--- config.mk ---
export PLATFORM = sky130hd
export DESIGN_NAME = clksel_seq
export DESIGN_NICKNAME = d
export VERILOG_FILES = /design/src/rtl/clksel_pkg.sv /design/src/rtl/clksel_seq_sync_bit.sv /design/src/rtl/clksel_seq.sv
export SDC_FILE = /design/constraint.sdc
export NUM_CORES = 1
export LEC_CHECK = 0
export CORE_UTILIZATION = 45
export DETAILED_ROUTE_END_ITERATION = 8
export DONT_BUFFER_PORTS = 1
export PLACE_DENSITY = 0.66
export SLEW_MARGIN = 0
export SYNTH_ARGS = -nofsm -noshare
export SYNTH_HDL_FRONTEND = slang
export SYNTH_SLANG_ARGS = --single-unit
--- constraint.sdc ---
create_clock -name hsclk_in -period 2.24 [get_ports hsclk_in]
set_clock_uncertainty 0.1 [all_clocks]
set_input_delay 0.448 -clock hsclk_in [delete_from_list [all_inputs] [get_ports hsclk_in]]
set_output_delay 0.448 -clock hsclk_in [all_outputs]
set_load 0.01 [all_outputs]
--- src/rtl/clksel_pkg.sv ---
// Shared types for the CPU clock-select sequencer: FSM state encoding and
// divider-select encodings presented to the clock switch.
package clksel_pkg;

  typedef enum logic [2:0] {
    LS_RUN,
    LINGER,
    REQ_HS,
    HS_RUN,
    REQ_LS
  } state_t;

  localparam logic [1:0] DIV_1 = 2'b00;
  localparam logic [1:0] DIV_2 = 2'b01;
  localparam logic [1:0] DIV_4 = 2'b10;

  // States in which the CPU already runs from the slow clock.
  function automatic logic is_ls_domain(input state_t s);
    return (s == LS_RUN) || (s == LINGER);
  endfunction

endpackage

--- src/rtl/clksel_seq_sync_bit.sv ---
// Multi-flop synchroniser for one asynchronous bit, with a selectable
// reset value so the chain can power up in its "idle" level.
module sync_bit #(
  parameter int   DEPTH   = 2,
  parameter logic RST_VAL = 1'b0
) (
  input  logic clk,
  input  logic rst_b,
  input  logic d,
  output logic q
);

  logic [DEPTH-1:0] sh;

  always_ff @(posedge clk or negedge rst_b) begin
    if (!rst_b) sh <= {DEPTH{RST_VAL}};
    else        sh <= {sh[DEPTH-2:0], d};
  end

  assign q = sh[DEPTH-1];

endmodule

--- src/rtl/clksel_seq.sv ---
// CPU clock-select sequencer: lingers in low speed before requesting the fast
// clock, handshakes with the clock switch, and falls back on slow accesses.
module clksel_seq
  import clksel_pkg::*;
#(
  parameter int LINGER_CYCLES  = 16,
  parameter int SYNC_STAGES    = 2,
  parameter int TIMEOUT_CYCLES = 1023
) (
  input  logic       hsclk_in,
  input  logic       rst_b,
  input  logic       hs_en,
  input  logic       slow_req,
  input  logic [1:0] div_cfg,
  input  logic       hs_ack,
  input  logic       ls_ack,
  input  logic       err_clr,
  output logic       hsclk_sel,
  output logic [1:0] cpuclk_div_sel,
  output logic       cpu_rdy,
  output logic       hs_active,
  output logic       err
);

  localparam int LW = (LINGER_CYCLES  > 1) ? $clog2(LINGER_CYCLES)  : 1;
  localparam int TW = (TIMEOUT_CYCLES > 1) ? $clog2(TIMEOUT_CYCLES) : 1;
  localparam logic [LW-1:0] LINGER_LOAD = LW'(LINGER_CYCLES - 1);
  localparam logic [TW-1:0] TMO_LAST    = TW'(TIMEOUT_CYCLES - 1);

  state_t        state, state_nxt;
  logic          hs_s, ls_s;
  logic [LW-1:0] lin_cnt;
  logic [TW-1:0] tmo_cnt;
  logic          tmo_last, tmo_hit;

  // hs_ack idles low, ls_ack idles high: the switch starts on the slow clock.
  sync_bit #(.DEPTH(SYNC_STAGES), .RST_VAL(1'b0)) u_hs_sync (
    .clk(hsclk_in), .rst_b(rst_b), .d(hs_ack), .q(hs_s)
  );
  sync_bit #(.DEPTH(SYNC_STAGES), .RST_VAL(1'b1)) u_ls_sync (
    .clk(hsclk_in), .rst_b(rst_b), .d(ls_ack), .q(ls_s)
  );

  assign tmo_last = (tmo_cnt == TMO_LAST);

  always_ff @(posedge hsclk_in or negedge rst_b) begin
    if (!rst_b) state <= LS_RUN;
    else        state <= state_nxt;
  end

  always_comb begin
    state_nxt = state;
    tmo_hit   = 1'b0;
    case (state)
      LS_RUN: if (hs_en && !slow_req) state_nxt = LINGER;
      LINGER: begin
        if (slow_req || !hs_en) state_nxt = LS_RUN;
        else if (lin_cnt == '0) state_nxt = REQ_HS;
      end
      // A slow request here does not abort; HS_RUN leaves again next cycle.
      REQ_HS: begin
        if (hs_s && !ls_s) state_nxt = HS_RUN;
        else if (tmo_last) begin
          state_nxt = REQ_LS;
          tmo_hit   = 1'b1;
        end
      end
      HS_RUN: if (slow_req || !hs_en) state_nxt = REQ_LS;
      REQ_LS: begin
        if (ls_s && !hs_s) state_nxt = LS_RUN;
        else if (tmo_last) begin
          state_nxt = LS_RUN;
          tmo_hit   = 1'b1;
        end
      end
      default: state_nxt = LS_RUN;
    endcase
  end

  // Saturating linger and handshake-timeout counters.
  always_ff @(posedge hsclk_in or negedge rst_b) begin
    if (!rst_b) begin
      lin_cnt <= '0;
      tmo_cnt <= '0;
    end else begin
      if (state == LS_RUN && state_nxt == LINGER)
        lin_cnt <= LINGER_LOAD;
      else if (state == LINGER && lin_cnt != '0)
        lin_cnt <= lin_cnt - LW'(1);

      if ((state_nxt == REQ_HS || state_nxt == REQ_LS) && state_nxt != state)
        tmo_cnt <= '0;
      else if ((state == REQ_HS || state == REQ_LS) && !tmo_last)
        tmo_cnt <= tmo_cnt + TW'(1);
    end
  end

  // Registered outputs; hsclk_sel follows the next state so it changes on the
  // same edge as the state register.
  always_ff @(posedge hsclk_in or negedge rst_b) begin
    if (!rst_b) begin
      hsclk_sel      <= 1'b0;
      cpuclk_div_sel <= DIV_1;
      err            <= 1'b0;
    end else begin
      hsclk_sel <= (state_nxt == REQ_HS) || (state_nxt == HS_RUN);
      if (is_ls_domain(state)) cpuclk_div_sel <= div_cfg;
      if (tmo_hit)      err <= 1'b1;
      else if (err_clr) err <= 1'b0;
    end
  end

  assign cpu_rdy   = !(slow_req && (!rst_b || !is_ls_domain(state)));
  assign hs_active = (state == HS_RUN);

endmodule

* Yosys cells after proc, flatten, opt, wreduce, memory -nomap -nowiden *
Index checks and enable logic that the tools add are counted.

storage, ports and cells
  bits in writable memories = 0
  latch bits = 0
  output and inout bits = 6
  input port bits = 9
  logic and storage cells = 67
  memories kept = 0
  register bits after elaboration = 25
  ROM bits = 0

cells by class
  muxes and demuxes = 19
  div/mod/pow operators = 0
  bitwise logic cells = 0
  shift operators = 0
  multipliers = 0
  eq/ne operators = 10
  order comparisons = 0
  reduce and logical (&&, ||, !) cells = 28
  add/subtract/negate cells = 2

operator list
  kind                     count
  $mux W3                  8
  $mux W10                 2
  $pmux W3 S5              1
  $eq A3 B2 Y1 const B     4
  $add A10 B1 Y10 const B  1
  $eq A10 B10 Y1 const B   1
  $logic_and A1 B1 Y1      8
  $logic_not A1 Y1         8
  $mux W4                  2
  $eq A3 B1 Y1 const B     2
  $eq A3 B3 Y1 const B     2
  $logic_or A1 B1 Y1       6
  $reduce_bool A2 Y1       3
  $mux W1                  5
  $logic_not A4 Y1         1
  $reduce_bool A4 Y1       1
  $sub A4 B1 Y4 const B    1
  $logic_not A3 Y1         1
  $ne A3 B3 Y1             1
  $pmux W1 S2              1

* Depth between registers and ports, before layout *
Gate-level depths: netlist of run 1.

  depth in word-level cells = 8
  mapped depth = 7
  gate-level depth less buffers = 6

* Modules after synthesis *
A second synthesis of run 1 with hierarchy kept.

unflattened totals
  cell total of the unflattened synthesis = 135
  area, all modules = 1341.3 um^2

modules (own cells, without submodules)
  module                 times used  area an instance (um^2)  cells each  seq. area each (um^2)
  clksel_seq             1           1238.7                   131         525.5
  sync_bit at u_ls_sync  1           52.6                     2           52.6
  sync_bit at u_hs_sync  1           50.0                     2           50.0

* Worst setup path after synthesis of run 1 *
OpenSTA, ideal clock, no wires.

  path type = reg-to-reg
  start = register tmo_cnt[0]
  end = register tmo_cnt[1]
  cell stages (with the launch flop) = 8
  data required time = 1.989 ns
  data arrival time = 1.767 ns
  slack = 0.222 ns
  period minus slack after synthesis = 2.018 ns
  path through = dfrtp_1 inv_1 ha_1 nand3_1 or3_1 buf_2 o41ai_4 a221oi_1

on the way
  word-level cells in the longest chain between the ends = 8
  elaborated cells between the ends (all ways) = 17
  those cells by class = add/sub (1); eq/ne (4); mux (7); reduce/logical (5)

RTL lines
  item                                            RTL line                            source
  start, declared                                 clksel_seq.sv:33                    logic [TW-1:0] tmo_cnt;
  start signal, assigned                          clksel_seq.sv:94                    tmo_cnt <= tmo_cnt + TW'(1);
  $eq A10 B10 Y1                                  clksel_seq.sv:44                    assign tmo_last = (tmo_cnt == TMO_LAST);
  $mux W3, on equally long branches               clksel_seq.sv:71, clksel_seq.sv:63
  $mux W3, on equally long branches               clksel_seq.sv:70, clksel_seq.sv:62
  $pmux W3 S5                                     clksel_seq.sv:54                    case (state)
  $eq A3 B2 Y1 or $eq A3 B3 Y1 (tied branches)    clksel_seq.sv:91                    if ((state_nxt == REQ_HS || state_nxt == REQ_LS) && state_nxt != state)
  $logic_or A1 B1 Y1                              clksel_seq.sv:91
  $logic_and A1 B1 Y1                             clksel_seq.sv:91
  $mux W10 or $reduce_bool A2 Y1 (tied branches)  -

Parallel ways exist; a longest one is shown, timed or not. The select of a mux whose other input is x is not followed.
A chain may end at the register's enable or synchronous reset.

* Worst setup path in the final report of run 1 *
  start = register tmo_cnt[0]
  end = register tmo_cnt[0]

Same word-level chain as after synthesis.

==> impl_metrics.toml, run 1 <==
[logic_synthesis]
synth_top_area_frac = 0.426
yosysUniqueCellTypes = 42
syn_area_sq_um = 1350
syn_nets = 148
yosys-top-cells-area = "dfrtp_1 43%, dfstp_2 3.9%, nand2_1 3.1%"
yosysWarnings = 0
synth_top_area_cell = "dfrtp_1"
synth_cells = 136
synth_area_per_cell_sq_um = 9.93
yosysSeqAreaShare = 0.465
ys_ff_latch = 25

[pwr]
p_clk_frac = 0.260
switching_power_uw = 195
power.total_uw = 770
power_frac_comb = 0.102
p_leak_nw = 0.625
ir_worst_vdd_mv = 0.393
p_int_uw = 575
switching_share = 0.253
p_per_area_nw_per_um2 = 521
pwr-share-seq = 0.638

[run]
max_cap_viol_count = 0

[cells_and_area]
stdcell_count = 174
seq_area_sq_um = 628
diodes = 0
area_growth_pct = 9.36
fill_cells = 244
layout_commonest_cell = "dfrtp_1"
nets = 156
drive_gt1_frac = 0.140
final_cell_mix = "23 x dfrtp_1, 11 x nand2_1, 7 x inv_1, 7 x nor2_1, 7 x buf_4"
multiInputGateArea_sq_um = 663

[timing]
slew_viol_final = 0
worstMarginPinSlew_ps = 881
whs_ps = 37.3
fin_setup_tns_ps = 0
fmax_mhz = 485
slew_headroom = 0.410
min_period_over_period = 0.920
finalCriticalPeriod_ps = 2060
finalHoldViolations = 0
setup_slack_ps = 180
rsz0062_at_grt = "false"
setup_viol_count_final = 0

[global_routing]
antenna_found_initial = 0
grt_overflow_total = 0
grt_pass1_vias = 999
grt_pass1_wl_microns = 4540
grt_max_degree = 26
gr-usage-all-layers = 0.187

[place]
place_inst = 167
io_buffer_count = 0
dp_hpwl_microns = 1920
gp_congestion = 0.841
pre_cts_slack_ps = 214

[drt]
viasPerCell = 6.06
vias = 1055
drc_errors = 0
wl_microns = 2730
routedWlPerCell_microns = 15.7
dr.pass1.iters = 4
antenna_left = 0
drt_iter0_markers = 22

[clocking]
clock_sinks = 25
hold_buffers = 3
cts_tree = "yes"
cts-root-buf = "clkbuf_4"
clock_latency_ps = 320
post-cts-setup-buffers = 0
path_clk_slew_ps = 130
htreeDepth = 1
clockBufferDepth = 2
cts_resized = 0
cts-buffers-inserted = 3

[worst_setup_path]
crit_required_ps = 2300
slowest_stage = "or3_1"
path_class = "reg2reg"
path_max_fanout = 10
crit_path_cell_trace = "inv_1 > ha_1 > nand3_1 > or3_1 > o41ai_4 > buf_4 > a22oi_1"
end_kind = "flip-flop"
arrival_ps = 2120
startpoint_type = "flip-flop"
cpPeakStageDelay_ps = 470

[die]
io_pins = 15
start_util = 0.481
rows = 19
die_area_sq_um = 3220
die_y_microns = 56.8
core-area_sq_um = 2810
fp.dieW_microns = 56.8

[outcome]
status = "finished, final reports clean"

[min_path]
hold_class = "in2reg"
-- cells in the mapped netlist --
cell        n
dfrtp_1    23
nand2_1    11
inv_1       7
nor2_1      7
a21oi_1     6
nor3_1      6
buf_2       5
a211oi_1    4
a221oi_1    4
nor2b_1     4
o21ai_0     4
and3_1      3
ha_1        3
nor3b_1     3
nor4_1      3
or3_1       3
xnor2_1     3
a22oi_1     2
a31oi_1     2
and3_2      2
clkbuf_1    2
dfstp_2     2
mux2_2      2
nand2b_1    2
nand3_1     2
nor4b_1     2
o211ai_1    2
o2bb2ai_1   2
or4_1       2
a211o_1     1
and3b_1     1
and4b_1     1
mux2i_1     1
nand3b_1    1
nand4_1     1
nand4b_1    1
o22a_1      1
o31ai_1     1
o32ai_1     1
o41ai_4     1
or3b_2      1
xor2_1      1
-- registers in the layout (all words and copies together), names as in the netlist --
signal	count
tmo_cnt	10
lin_cnt	4
state	3
cpuclk_div_sel	2
u_hs_sync.sh	2
u_ls_sync.sh	2
err	1
hsclk_sel	1
-- per-layer routing --
| metal | part of all wire | track usage | vias to the layer above |
|---|---|---|---|
| met5 | 0 | 0 | - |
| met4 | 0.017 | 0.0941 | 0 |
| met3 | 0.047 | 0.0346 | 4 |
| met2 | 0.46 | 0.304 | 33 |
| met1 | 0.48 | 0.239 | 502 |
| li1 | - | - | 516 |
-- power by group through the flow --
stage                     combinational, mW  clock (mW)  sequential [mW]
after detailed placement             0.0629           0            0.501
after floorplan                      0.0552           0            0.493
final                                0.0784       0.200            0.491
after global placement               0.0587           0            0.500
after CTS                            0.0796       0.213            0.492
after global routing                 0.0917       0.227            0.495
-- per-stage QoR --
| stage | util | area (sq um) |
|---|---|---|
| 6_report | 0.526 | 1480 |
| 5_1_grt | 0.526 | 1480 |
| 4_1_cts | 0.526 | 1480 |
| 3_5_place_dp | 0.502 | 1410 |
| 3_3_place_gp | 0.502 | 1410 |
| 2_1_floorplan | - | 1350 |
-- cell families after synthesis --
group	synth area share
simple gates	0.238
mux	0.0241
xor+xnor	0.0260
compound gates	0.175
buf+inv	0.0436
fa+ha+maj	0.0278
flops	0.465
-- critical path: cells and delay by family (launching register included) --
kind | cells | cell delay [ps]
AOI/OAI and AO/OA | 2 | 330
and+or+nand+nor | 2 | 560
adders and majority gates | 1 | 150
DFF | 1 | 460
buffers and inverters | 2 | 300
-- final timing paths --
path                                      start              end  slack, ps  cells past startpoint
worst max-delay path                 tmo_cnt[0]       tmo_cnt[0]        180                      7
worst min-delay path                     hs_ack  u_hs_sync.sh[0]         40                      0
worst max register to register       tmo_cnt[0]       tmo_cnt[0]        180                      7
worst min register to register  u_ls_sync.sh[0]  u_ls_sync.sh[1]        270                      0
max in group asynchronous                 rst_b  u_ls_sync.sh[1]       1380                      2
min in group asynchronous                 rst_b       tmo_cnt[8]        440                      2
-- layout make-up --
class | instances | share of cell area
Clock inverter | 1 | 0.00339
Timing Repair Buffer | 10 | 0.0627
Clock buffer | 3 | 0.0153
Sequential cell | 25 | 0.425
Tap cell | 31 | 0.0263
Inverter | 7 | 0.0178
Multi-Input combinational cell | 97 | 0.449
Power figures use the tool's default switching activity.
==> run 2, diff against run 1 <==
==> constraint.sdc (replaced) <==
create_clock -name hsclk_in -period 2.24 [get_ports hsclk_in]
set_clock_uncertainty 0.1 [all_clocks]
set_input_delay 0.224 -clock hsclk_in [delete_from_list [all_inputs] [get_ports hsclk_in]]
set_output_delay 0.224 -clock hsclk_in [all_outputs]
set_load 0.01 [all_outputs]
==> run 2 against run 1 <==
Largest cell class unchanged. Non-clock buffer count increased by 4. Combinational power grew 8.4%. Utilization grew 1.4 points. Sequential power hardly changed. Flip-flop and latch count unchanged. Critical endpoint is now tmo_cnt[6]. Critical path depth did not move. Clock power about the same. Sequential share of layout area down 1.1 points. Hold slack got worse by 27 ps.
==> impl_metrics.toml, run 2 (same netlist as run 1, synthesis figures left out) <==
[outcome]
status = "finished, final reports clean"

[die]
io_pins = 15
start_util = 0.481
die_y_microns = 56.8
fp.dieW_microns = 56.8
rows = 19
core-area_sq_um = 2810
die_area_sq_um = 3220

[clocking]
cts_resized = 0
clock_latency_ps = 310
cts-root-buf = "clkbuf_4"
clockBufferDepth = 2
clock_sinks = 25
htreeDepth = 1
path_clk_slew_ps = 140
cts_tree = "yes"
cts-buffers-inserted = 3

[cells_and_area]
nets = 160
area_growth_pct = 12.2
largest_reg_flops = 10
final_cell_mix = "23 x dfrtp_1, 11 x nand2_1, 7 x inv_1, 7 x nor2_1, 7 x buf_4"
drive_gt1_frac = 0.129
fill_cells = 253
reg_top3 = "tmo_cnt: 10 flops, lin_cnt: 4 flops, state: 3 flops"
regMostFlops = "tmo_cnt"
diodes = 0
layout_commonest_cell = "dfrtp_1"

[worst_setup_path]
path_class = "reg2reg"
path_max_fanout = 10
crit_buf_inv = 2
slowest_stage = "or3_1"
crit_required_ps = 2340
crit_family = "simple AND/OR/NAND/NOR gates"
cp-endpoint = "tmo_cnt[6]"
crit_path_cell_trace = "inv_1 > ha_1 > nand3_1 > or3_1 > o41ai_4 > buf_4 > a221oi_1"
arrival_ps = 2120
cpPeakStageDelay_ps = 480
setup.worst_path.start = "tmo_cnt[0]"
rr_endpoint = "tmo_cnt[6]"
worstReg2RegStart = "tmo_cnt[0]"
timing.reg2reg.setup_slack_ps = 220
startpoint_type = "flip-flop"
end_kind = "flip-flop"
cp.depth = 7
reg2regPathDepth = 7

[global_routing]
grt_pass1_wl_microns = 4510
antenna_found_initial = 0
grt_pass1_vias = 986
grt_overflow_total = 0
grt_max_degree = 26
gr-usage-all-layers = 0.186

[drt]
vias = 1067
drt_iter0_markers = 28
dr.pass1.iters = 4
antenna_left = 0
wl_microns = 2600
drc_errors = 0
routedWlPerCell_microns = 14.6
viasPerCell = 5.99

[pwr]
p_per_area_nw_per_um2 = 514
p_leak_nw = 0.638
power.total_uw = 778
ir_worst_vdd_mv = 0.267

[timing]
finalCriticalPeriod_ps = 2020
finalHoldViolations = 0
fin_setup_tns_ps = 0
slew_headroom = 0.561
whs_ps = 10.2
fmax_mhz = 496
min_period_over_period = 0.900
rsz0062_at_grt = "false"
worstMarginPinSlew_ps = 653
slew_viol_final = 0
setup_viol_count_final = 0

[run]
max_cap_viol_count = 0

[place]
io_buffer_count = 0
gp_congestion = 0.813
dp_hpwl_microns = 1810

[min_path]
min_delay_path_depth = 3
hold_class = "in2reg"
[run 2: cell types whose count changed in the layout (fill, tap and decap cells not counted), sizes merged]
| cell | before | now |
|---|---|---|
| clkinv | 1 | 0 |
| dlygate4sd3 | 2 | 6 |
| clkbuf | 3 | 4 |
[run 2: where the power goes]
part	switching (mW)	leakage, nW	internal (mW)
Sequential	0.0182	0.316	0.473
Combinational	0.0440	0.308	0.0410
Clock	0.133	0.0150	0.0696
Total	0.195	0.638	0.583
[run 2: worst min-delay path by stage]
stage / startpoint / endpoint
2_1_floorplan: rst_b / cpuclk_div_sel[0]
6_report: slow_req / hsclk_sel
4_1_cts: slow_req / hsclk_sel
3_5_place_dp: rst_b / tmo_cnt[7]
5_1_grt: slow_req / state[1]
3_3_place_gp: rst_b / tmo_cnt[7]
[run 2: worst register-to-register path: stages, from the launching register on]
cell and delay (ps):
dfrtp_1 450, inv_1 70, ha_1 150, nand3_1 90
or3_1 480, o41ai_4 230, buf_4 220, a221oi_1 100
[run 2: what timing repair did]
action                                  in CTS  in global routing
buffers inserted                             0                  1
hold buffers                                 7                  0
endpoints found under the hold margin       30                  0
endpoints found under the setup margin       0                  1
[run 2: area by class of cell]
cell class / count / area [sq um] / area share
Inverter: 7 / 26.3 / 0.0173
Tap cell: 31 / 38.8 / 0.0256
Timing Repair Buffer: 14 / 133 / 0.0875
Multi-Input combinational cell: 97 / 663 / 0.438
Clock buffer: 4 / 26.3 / 0.0173
Sequential cell: 25 / 628 / 0.415
[run 2: per-layer routing]
layer	track usage	vias to the layer above	wire, microns
met3	0.0323	2	73
met5	0	-	0
met1	0.255	524	1230
met2	0.293	17	1270
li1	-	524	-
met4	0.0732	0	16
[run 2: through the flow]
step           instance area (sq um)  cells  setup slack (ps)   util
6_report                        1520    178               223  0.540
5_1_grt                         1520    178              66.4  0.540
4_1_cts                         1510    177               168  0.537
3_5_place_dp                    1400    166               192  0.500
3_3_place_gp                    1400    166               239  0.500
2_1_floorplan                   1350    136               222      -
==> run 3, diff against run 2 <==
--- a/config.mk
+++ b/config.mk
@@ -5,10 +5,12 @@
 export SDC_FILE = /design/constraint.sdc
 export NUM_CORES = 1
 export LEC_CHECK = 0
+export CAP_MARGIN = 20
 export CORE_UTILIZATION = 45
 export DETAILED_ROUTE_END_ITERATION = 8
 export DONT_BUFFER_PORTS = 1
 export PLACE_DENSITY = 0.66
+export SKIP_CTS_REPAIR_TIMING = 1
 export SLEW_MARGIN = 0
 export SYNTH_ARGS = -nofsm -noshare
 export SYNTH_HDL_FRONTEND = slang
==> run 3 against run 2 <==
Sequential share of layout area did not move. Global-route usage fell by 1.0 points. Routed wire length barely moved. First-iteration DRC count did not move. Die area did not move. Register-to-register slack barely moved. Critical path type unchanged. Largest cell class unchanged.
==> impl_metrics.toml, run 3 (same netlist as run 1, synthesis figures left out) <==
[die]
die_area_sq_um = 3220
core-area_sq_um = 2810
start_util = 0.481
fp.dieW_microns = 56.8
die_y_microns = 56.8
rows = 19
io_pins = 15

[cells_and_area]
fin_area_sq_um = 1520
reg_top3 = "tmo_cnt: 10 flops, lin_cnt: 4 flops, state: 3 flops"
regMostFlops = "tmo_cnt"
stdcell_count = 178
fin_util = 0.540
final_cell_mix = "23 x dfrtp_1, 11 x nand2_1, 7 x inv_1, 7 x nor2_1, 7 x buf_4"
diodes = 0
layout_commonest_cell = "dfrtp_1"
nets = 160
largest_reg_flops = 10
drive_gt1_frac = 0.129
area_growth_pct = 12.2

[timing]
setup_slack_ps = 223
finalCriticalPeriod_ps = 2020
min_period_over_period = 0.900
finalHoldViolations = 0
slew_viol_final = 0
rsz0062_at_grt = "false"
fin_setup_tns_ps = 0
whs_ps = 10.2
worstMarginPinSlew_ps = 654
slew_headroom = 0.561
fmax_mhz = 496
setup_viol_count_final = 0

[pwr]
p_leak_nw = 0.638
power.total_uw = 778
p_int_uw = 583
switching_share = 0.250
p_clk_frac = 0.259
switching_power_uw = 195
p_per_area_nw_per_um2 = 513
pwr-share-seq = 0.631
ir_worst_vdd_mv = 0.267
power_frac_comb = 0.109

[min_path]
hold_class = "in2reg"
hold_path.startpoint = "slow_req"
min_delay_path_depth = 3
hold_end = "hsclk_sel"

[outcome]
status = "finished, final reports clean"

[worst_setup_path]
reg2regPathDepth = 7
end_kind = "flip-flop"
rr_endpoint = "tmo_cnt[6]"
startpoint_type = "flip-flop"
path_class = "reg2reg"
arrival_ps = 2120
path_max_fanout = 10
worstReg2RegStart = "tmo_cnt[0]"
crit_required_ps = 2340
timing.reg2reg.setup_slack_ps = 220

[run]
max_cap_viol_count = 0

[global_routing]
grt_max_degree = 27
grt_overflow_total = 0
grt_pass1_wl_microns = 4290
gr-usage-all-layers = 0.175
antenna_found_initial = 0
grt_pass1_vias = 935

[place]
dp_hpwl_microns = 1810
place_area_sq_um = 1400
pre_cts_slack_ps = 192
io_buffer_count = 0
gp_congestion = 0.813
place_inst = 166

[drt]
viasPerCell = 6.00
vias = 1068
antenna_left = 0
drt_iter0_markers = 28
routedWlPerCell_microns = 14.6
wl_microns = 2600
drc_errors = 0
dr.pass1.iters = 4

[clocking]
clock_sinks = 25
path_clk_slew_ps = 140
cts-root-buf = "clkbuf_4"
htreeDepth = 1
cts_tree = "yes"
clockBufferDepth = 2
clock_latency_ps = 310
cts-buffers-inserted = 3
==> run 3: metal layers <==
layer  GRT usage  vias to the layer above  wire length, microns
met5           0                        -                     0
met1       0.246                      525                  1240
met2       0.269                       17                  1270
met4      0.0732                        0                    16
met3      0.0300                        2                    72
li1            -                      524                     -
==> run 3: worst max-delay path, stage by stage, from the launching register on <==
cell and delay, ps:
dfrtp_1 450, inv_1 70, ha_1 150, nand3_1 90, or3_1 480, o41ai_4 230, buf_4 220, a221oi_1 100
==> run 3: worst max-delay path by stage <==
stage	startpoint	end	slack, ps	cells after the start
2_1_floorplan	tmo_cnt[0]	tmo_cnt[1]	220	7
3_3_place_gp	tmo_cnt[0]	tmo_cnt[0]	240	7
3_5_place_dp	tmo_cnt[0]	tmo_cnt[0]	190	7
4_1_cts	tmo_cnt[0]	tmo_cnt[6]	170	7
5_1_grt	state[1]	tmo_cnt[7]	70	4
6_report	tmo_cnt[0]	tmo_cnt[6]	220	7
==> run 3: layout make-up <==
type,instances,area (sq um)
fill,254,1290
sequential,25,628
tap,31,38.8
multi-input combinational,97,663
clock buffer,4,26.3
inverter,7,26.3
timing repair buffer,14,133
==> run 3: power by group through the flow <==
stage,sequential (mW),combinational [mW],clock (mW)
after floorplan,0.493,0.0552,0
after global routing,0.495,0.0964,0.228
after CTS,0.491,0.0646,0.204
final,0.491,0.0850,0.202
after detailed placement,0.499,0.0649,0
after global placement,0.500,0.0587,0
